--- src/rtl/sum_acc_pkg.sv ---
// Purpose: shared state encoding and default widths for sum_accumulator.
package sum_acc_pkg;

  localparam int unsigned SUM_WIDTH_DEF   = 15;
  localparam int unsigned ACC_WIDTH_DEF   = 24;
  localparam int unsigned COUNT_WIDTH_DEF = 10;

  typedef enum logic [1:0] {
    IDLE  = 2'd0,
    ACCUM = 2'd1,
    DONE  = 2'd2
  } state_e;

endpackage

--- src/rtl/sum_accumulator.sv ---
// Purpose: accumulates a programmed number of adder sums arriving over a
// valid/ready handshake and presents total + sample count over a second
// valid/ready handshake.
//
// Ports:
//   clk, rst_n            clock, asynchronous active-low reset
//   start, len            job start pulse (IDLE only) and number of sums
//   in_sum/in_valid/in_ready      input sum stream
//   out_acc/out_count/out_valid/out_ready  result handshake
//   busy                  high while a job is in ACCUM or DONE
//   overflow              sticky carry-out of the accumulator for this job
//
// Build option: define SUM_ACCUMULATOR_SATURATE_EN to clamp the accumulator
// at all-ones on overflow; otherwise it wraps modulo 2^ACC_WIDTH.
module sum_accumulator
  import sum_acc_pkg::*;
#(
  parameter int unsigned SUM_WIDTH   = SUM_WIDTH_DEF,
  parameter int unsigned ACC_WIDTH   = ACC_WIDTH_DEF,
  parameter int unsigned COUNT_WIDTH = COUNT_WIDTH_DEF
) (
  input  logic                   clk,
  input  logic                   rst_n,
  input  logic                   start,
  input  logic [COUNT_WIDTH-1:0] len,
  input  logic [SUM_WIDTH-1:0]   in_sum,
  input  logic                   in_valid,
  output logic                   in_ready,
  output logic [ACC_WIDTH-1:0]   out_acc,
  output logic [COUNT_WIDTH-1:0] out_count,
  output logic                   out_valid,
  input  logic                   out_ready,
  output logic                   busy,
  output logic                   overflow
);

  localparam int unsigned ADD_WIDTH = ACC_WIDTH + 1;

  state_e                 state_q, state_d;
  logic [ACC_WIDTH-1:0]   acc_q, acc_d;
  logic [COUNT_WIDTH-1:0] count_q, count_d;
  logic [COUNT_WIDTH-1:0] len_q, len_d;
  logic                   ovf_q, ovf_d;
  logic [ADD_WIDTH-1:0]   sum_ext;
  logic                   carry;

  // One extra bit on the add exposes the carry that drives overflow.
  assign sum_ext = {1'b0, acc_q} + ADD_WIDTH'(in_sum);
  assign carry   = sum_ext[ACC_WIDTH];

  // State, accumulator, counter and length registers.
  always_ff @(posedge clk or negedge rst_n) begin
    if (!rst_n) begin
      state_q <= IDLE;
      acc_q   <= '0;
      count_q <= '0;
      len_q   <= '0;
      ovf_q   <= 1'b0;
    end else begin
      state_q <= state_d;
      acc_q   <= acc_d;
      count_q <= count_d;
      len_q   <= len_d;
      ovf_q   <= ovf_d;
    end
  end

  // Next-state and datapath update.
  always_comb begin
    state_d = state_q;
    acc_d   = acc_q;
    count_d = count_q;
    len_d   = len_q;
    ovf_d   = ovf_q;
    unique case (state_q)
      IDLE: begin
        if (start) begin
          len_d   = len;
          acc_d   = '0;
          count_d = '0;
          ovf_d   = 1'b0;
          state_d = (len == '0) ? DONE : ACCUM;
        end
      end
      ACCUM: begin
        // in_ready is high throughout ACCUM, so in_valid alone is a transfer.
        if (in_valid) begin
          count_d = count_q + COUNT_WIDTH'(1);
          ovf_d   = ovf_q | carry;
`ifdef SUM_ACCUMULATOR_SATURATE_EN
          // Once clamped, stay clamped until the next job clears overflow.
          acc_d   = (ovf_q | carry) ? '1 : sum_ext[ACC_WIDTH-1:0];
`else
          acc_d   = sum_ext[ACC_WIDTH-1:0];
`endif
          // len_q is non-zero in ACCUM, so len_q-1 cannot underflow.
          if (count_q == len_q - COUNT_WIDTH'(1)) begin
            state_d = DONE;
          end
        end
      end
      DONE: begin
        if (out_ready) begin
          state_d = IDLE;
        end
      end
      default: state_d = IDLE;
    endcase
  end

  // Outputs are direct decodes of registered state.
  assign in_ready  = (state_q == ACCUM);
  assign out_valid = (state_q == DONE);
  assign busy      = (state_q != IDLE);
  assign out_acc   = acc_q;
  assign out_count = count_q;
  assign overflow  = ovf_q;

endmodule

--- config.mk ---
export PLATFORM = sky130hd
export DESIGN_NAME = sum_accumulator
export DESIGN_NICKNAME = d
export VERILOG_FILES = /design/src/rtl/sum_acc_pkg.sv /design/src/rtl/sum_accumulator.sv
export SDC_FILE = /design/constraint.sdc
export NUM_CORES = 1
export LEC_CHECK = 0
export ABC_AREA = 1
export ABC_CLOCK_PERIOD_IN_PS = 3300
export BUFFER_PORTS_ARGS = -buffer_cell sky130_fd_sc_hd__buf_4
export CORE_UTILIZATION = 25
export CTS_CLUSTER_SIZE = 14
export DETAILED_ROUTE_END_ITERATION = 10
export GPL_ROUTABILITY_DRIVEN = 0
export PLACE_DENSITY_LB_ADDON = 0.15
export SKIP_LAST_GASP = 1
export SYNTH_ARGS = -nofsm -noshare
export SYNTH_HDL_FRONTEND = slang
export SYNTH_SLANG_ARGS = --single-unit
--- constraint.sdc ---
create_clock -name clk -period 3.3 [get_ports clk]
set_input_delay 0.33 -clock clk [delete_from_list [all_inputs] [get_ports clk]]
set_output_delay 0.33 -clock clk [all_outputs]
set_load 0.02 [all_outputs]
Word level (Yosys, flattened, before mapping) --
Cells that the tools add are included.
Cells by class: add/sub/neg operators 3, reduce and logical (&&, ||, !) cells 7, bitwise logic cells 1, mux-type cells 15, eq/ne operators 7
Operators with widths (count):
- $mux 24 | 2
- $pmux 24 s2 | 1
- $add 24x15->25 | 1
- $mux 10 | 2
- $pmux 10 s2 | 1
- $add 10x1->10 const B | 1
- $eq 10x10->1 | 1
- $logic_not 10->1 | 1
- $mux 2 | 5
- $sub 10x1->10 const B | 1
- $pmux 2 s3 | 1
- $ne 2x1->1 const B | 2
- $ne 2x2->1 const B | 2
- $reduce_and 4->1 | 1
- $reduce_bool 2->1 | 2
- $reduce_and 3->1 | 1
- $eq 2x1->1 const B | 1
- $eq 2x2->1 const B | 1
- $logic_not 2->1 | 1
- $mux 1 | 2
- $pmux 1 s2 | 1
- $reduce_and 2->1 | 1
- $or 1x1->1 | 1
Storage, ports and cells: output and inout bits 38, flip-flop bits (word level) 47, word-level logic and storage cells 38

Depth between registers and ports, before layout --
depth after elaboration 5, gate-level depth with buffers 14

Worst setup path after synthesis --
Ideal clock, no wire load.
path type flip-flop to flip-flop, from reg acc_q[0] (netlist: out_acc[0]), to reg acc_q[10] (netlist: out_acc[10]), data arrival time 1917 ps, setup slack 1264 ps, stages on the path, launching flop included 13, path buffers 0, cells stage by stage dfrtp_1 ha_1 inv_1 fa_1 inv_1 nand3_1 nand3_1 inv_1 o21ai_1 a21oi_1 or2_0 nand3_1 nand2_1
Between the ends: longest elaborated chain between the ends 3
RTL lines:
- start: declaration | RTL line sum_accumulator.sv:40 | logic [ACC_WIDTH-1:0] acc_q, acc_d;
- start signal: assignment | RTL line sum_accumulator.sv:55 | acc_q <= '0;
- start signal: assignment | RTL line sum_accumulator.sv:61 | acc_q <= acc_d;
- $add 24x15->25 | RTL line sum_accumulator.sv:48 | assign sum_ext = {1'b0, acc_q} + ADD_WIDTH'(in_sum);
- $mux 24 | RTL line sum_accumulator.sv:87 | if (in_valid) begin
- $pmux 24 s2 | RTL line sum_accumulator.sv:75 | unique case (state_q)
No other way between the ends. The select of a mux whose other input is x is not followed. A chain may end at the register's enable or synchronous reset.

Final worst setup path --
from reg state_q[1], to reg acc_q[23] (netlist: out_acc[23])
Between the ends: longest elaborated chain between the ends 3, elaborated cells between the ends (all ways) 7
RTL lines:
- start: declaration | RTL line sum_accumulator.sv:39 | state_e state_q, state_d;
- start signal: assignment | RTL line sum_accumulator.sv:60 | state_q <= state_d;
- $eq 2x1->1 / $logic_not 2->1 (equally long branches) | RTL line sum_accumulator.sv:75
- $ne 2x2->1 (no source line) / $reduce_bool 2->1 (equally long branches)
- $reduce_and 3->1 (no source line)
Parallel ways exist; a longest one is shown, timed or not.

==> impl_metrics.toml <==
[run_status]
status = "completed"

[sta]
fmax_ghz = 0.4171
period_share = 0.7265
tns_ns = 0
slew_headroom = 0.5125
finalClockSkew_ns = 0.008367
maxSlewViolCount = 0
grt_setup_unrepaired = "no"
hold_viol_final = 0
worst_pin_slew_ns = 0.7304
period_minus_slack_ns = 2.397
hold_ws_ns = 0.05375
fin_ws_ns = 0.9025
setup_viol = 0

[setup_path]
end_kind = "register"
cpMaxStageDelayCell = "dfrtp_1"
crit_buf_inv = 2
criticalPathCategory = "reg2reg"
crit_family = "simple AND/OR/NAND/NOR gates"
cp-start-kind = "register"
max_stage_delay_ns = 0.44
cp.depth = 8
path_max_fanout = 22
worstPathRequired_ns = 3.47
cp.arrival_ns = 2.57
reg2regPathDepth = 8
cp_cell_sequence = "inv_2 > nand3_2 > nand2_4 > inv_1 > nor2_1 > nand3_1 > o21ai_0 > a21oi_1"

[synthesis]
synth_warnings = 0
avgSynthCellArea_um2 = 7.022
async_reset_ff_frac = 1.000
netlist_area_mm2 = 0.003223
syn-num-nets = 507
ys.flop_type = "dfrtp_1"
yosys.cell_types.count = 40
synth_edf_count = 0
seq_area_frac_synth = 0.3649
synth_seq_cells = 47
syn_inst = 459

[clocking]
ctsHoldBuffers = 0
cts.sink_count = 47
cts_buffers = 5
post_cts_buffers = 0
max-clock-path-buffers = 2
path_clk_slew_ns = 0.07
ctsResizeCount = 0
cts_tree = "done"
clock_latency_ns = 0.29
h-tree-depth = 2
root_buffer = "clkbuf_16"

[routing]
wire_per_inst_um = 13.00
drtIter0Drc = 208
antenna_left = 0
wl_mm = 9.071
post-route-drc-count = 0
vias = 3120
drtPass1Iterations = 4
vias_per_cell = 4.470

[floorplan]
io_pins = 68
die_w_um = 115.5
coreArea_mm2 = 0.01262
die_y_um = 115.5
dieArea_mm2 = 0.01335
initial_core_util = 0.2554
rows = 41

[layout]
utilization = 0.3203
layout-drive-gt1-share = 0.1692
fill_cells = 1395
diodes = 0
syn_to_final_growth_pct = 25.43
multiInputGateArea_mm2 = 0.001802
seq_area_mm2 = 0.001176
instances_no_fill = 698
nNetsFinal = 575

[placed_design]
dp.cells = 692
dp_hpwl_mm = 7.000
port_buffers = 67
place_ws_ns = 0.8677

[power_and_ir_drop]
p_sw_frac = 0.4607
pwr-share-comb = 0.530
ir_drop_uv = 280.8
p_leak_nw = 2.079
p_switching_mw = 1.438
power_density_mw_per_mm2 = 772.2
p_int_mw = 1.683
power_frac_seq = 0.313
power_frac_clock = 0.157

[flow_run]
maxCapViolCount = 0

[global_routing]
grt_usage = 0.1455
grt_pass1_vias = 3049
grt_pass1_wl_mm = 14.96
antenna_found_initial = 0
grt_max_degree = 48
grt_overflow = 0

[hold_path]
holdCritPathClass = "in2async"
## layout by cell type (no fill, tap or decap), drive strengths merged
cell type  instances
a21o               1
or2                4
a21oi             33
a21boi             2
a22o               1
o221ai             1
clkbuf             6
o31ai              3
o21bai             2
xnor2              2
buf               67
dfrtp             47
nor2              53
nor3              11
fa                 1
o21ai             36
inv               56
clkinv             2
a32o               1
nor4               3
nand3b             1
o21a               2
o22ai              1
a31oi              1
nand4              5
nand3             32
ha                17
nand2            129
xor2               6
## kinds of logic after synthesis
family,Yosys count,share of synthesized area
AOI/OAI and AO/OA,84,0.1440
xor gates and xnor gates,8,0.02174
DFF,47,0.3649
and+or+nand+nor,238,0.3210
buffers and inverters,64,0.07609
adders and majority gates,18,0.07220
## per-stage QoR
stage	power [mW]	area (um2)
floorplan	2.043	3223
global placement	2.646	3914
detailed placement	2.643	3914
CTS	3.156	4043
global route	3.425	4043
finish	3.122	4043
## state kept, by name, indices dropped and copies added (netlist names)
signal     cells
state_q        2
overflow       1
out_count     10
out_acc       24
len_q         10
## routing by layer
metal	wire length, um	vias to the layer above	share of wire	global-route usage
met1	4516	1426	0.50	0.1964
met4	84	0	0.0093	0.04675
met3	350	4	0.039	0.02615
li1	-	1635	-	-
met5	0	-	0	0
met2	4120	55	0.45	0.2351
## layout make-up
class	instances	share of cell area
well taps	172	0.05323
repair buffers	67	0.1244
flip-flops and latches	47	0.2909
inverters	58	0.05385
multi-input cells	348	0.4457
clock buffers	6	0.03188
## Yosys cell counts, types with 2 or more instances
cell type	count	area (um2)
inv_2	3	11.26
nor4_1	3	18.77
nand3_1	31	155.2
or2_2	3	18.77
clkinv_1	2	7.510
clkbuf_1	4	15.01
nand4_1	5	31.28
xor2_1	6	52.55
xnor2_1	2	17.52
nor2_1	49	183.9
nand2_1	125	469.2
nor3_1	10	50.05
ha_1	17	212.7
o21ai_0	34	170.2
o31ai_1	3	22.52
nand2_2	2	12.51
a21oi_1	33	165.2
nand2_4	2	22.52
dfrtp_1	47	1176
inv_1	53	198.9
a21boi_0	2	15.01
o21a_1	2	15.01
nor2_2	3	18.77
o21ai_1	2	10.01
## power by group through the flow
stage,clock [mW],combinational [mW],sequential [mW]
floorplan,0,0.905,1.14
global placement,0,1.66,0.989
detailed placement,0,1.66,0.986
CTS,0.511,1.67,0.979
global route,0.534,1.88,1.01
finish,0.491,1.65,0.977
## path summary, 6_finish.rpt
| path | from | end | slack, ns |
|---|---|---|---|
| min | rst_n | out_acc[7] | 0.05 |
| max | state_q[1] | out_acc[23] | 0.90 |
| min in group clk | len[2] | len_q[2] | 0.26 |
| min reg2reg | overflow | overflow | 0.50 |
| max reg2reg | state_q[1] | out_acc[23] | 0.90 |
| max in group asynchronous | rst_n | out_acc[11] | 2.79 |
No activity file was read; power rests on OpenSTA's default activity.
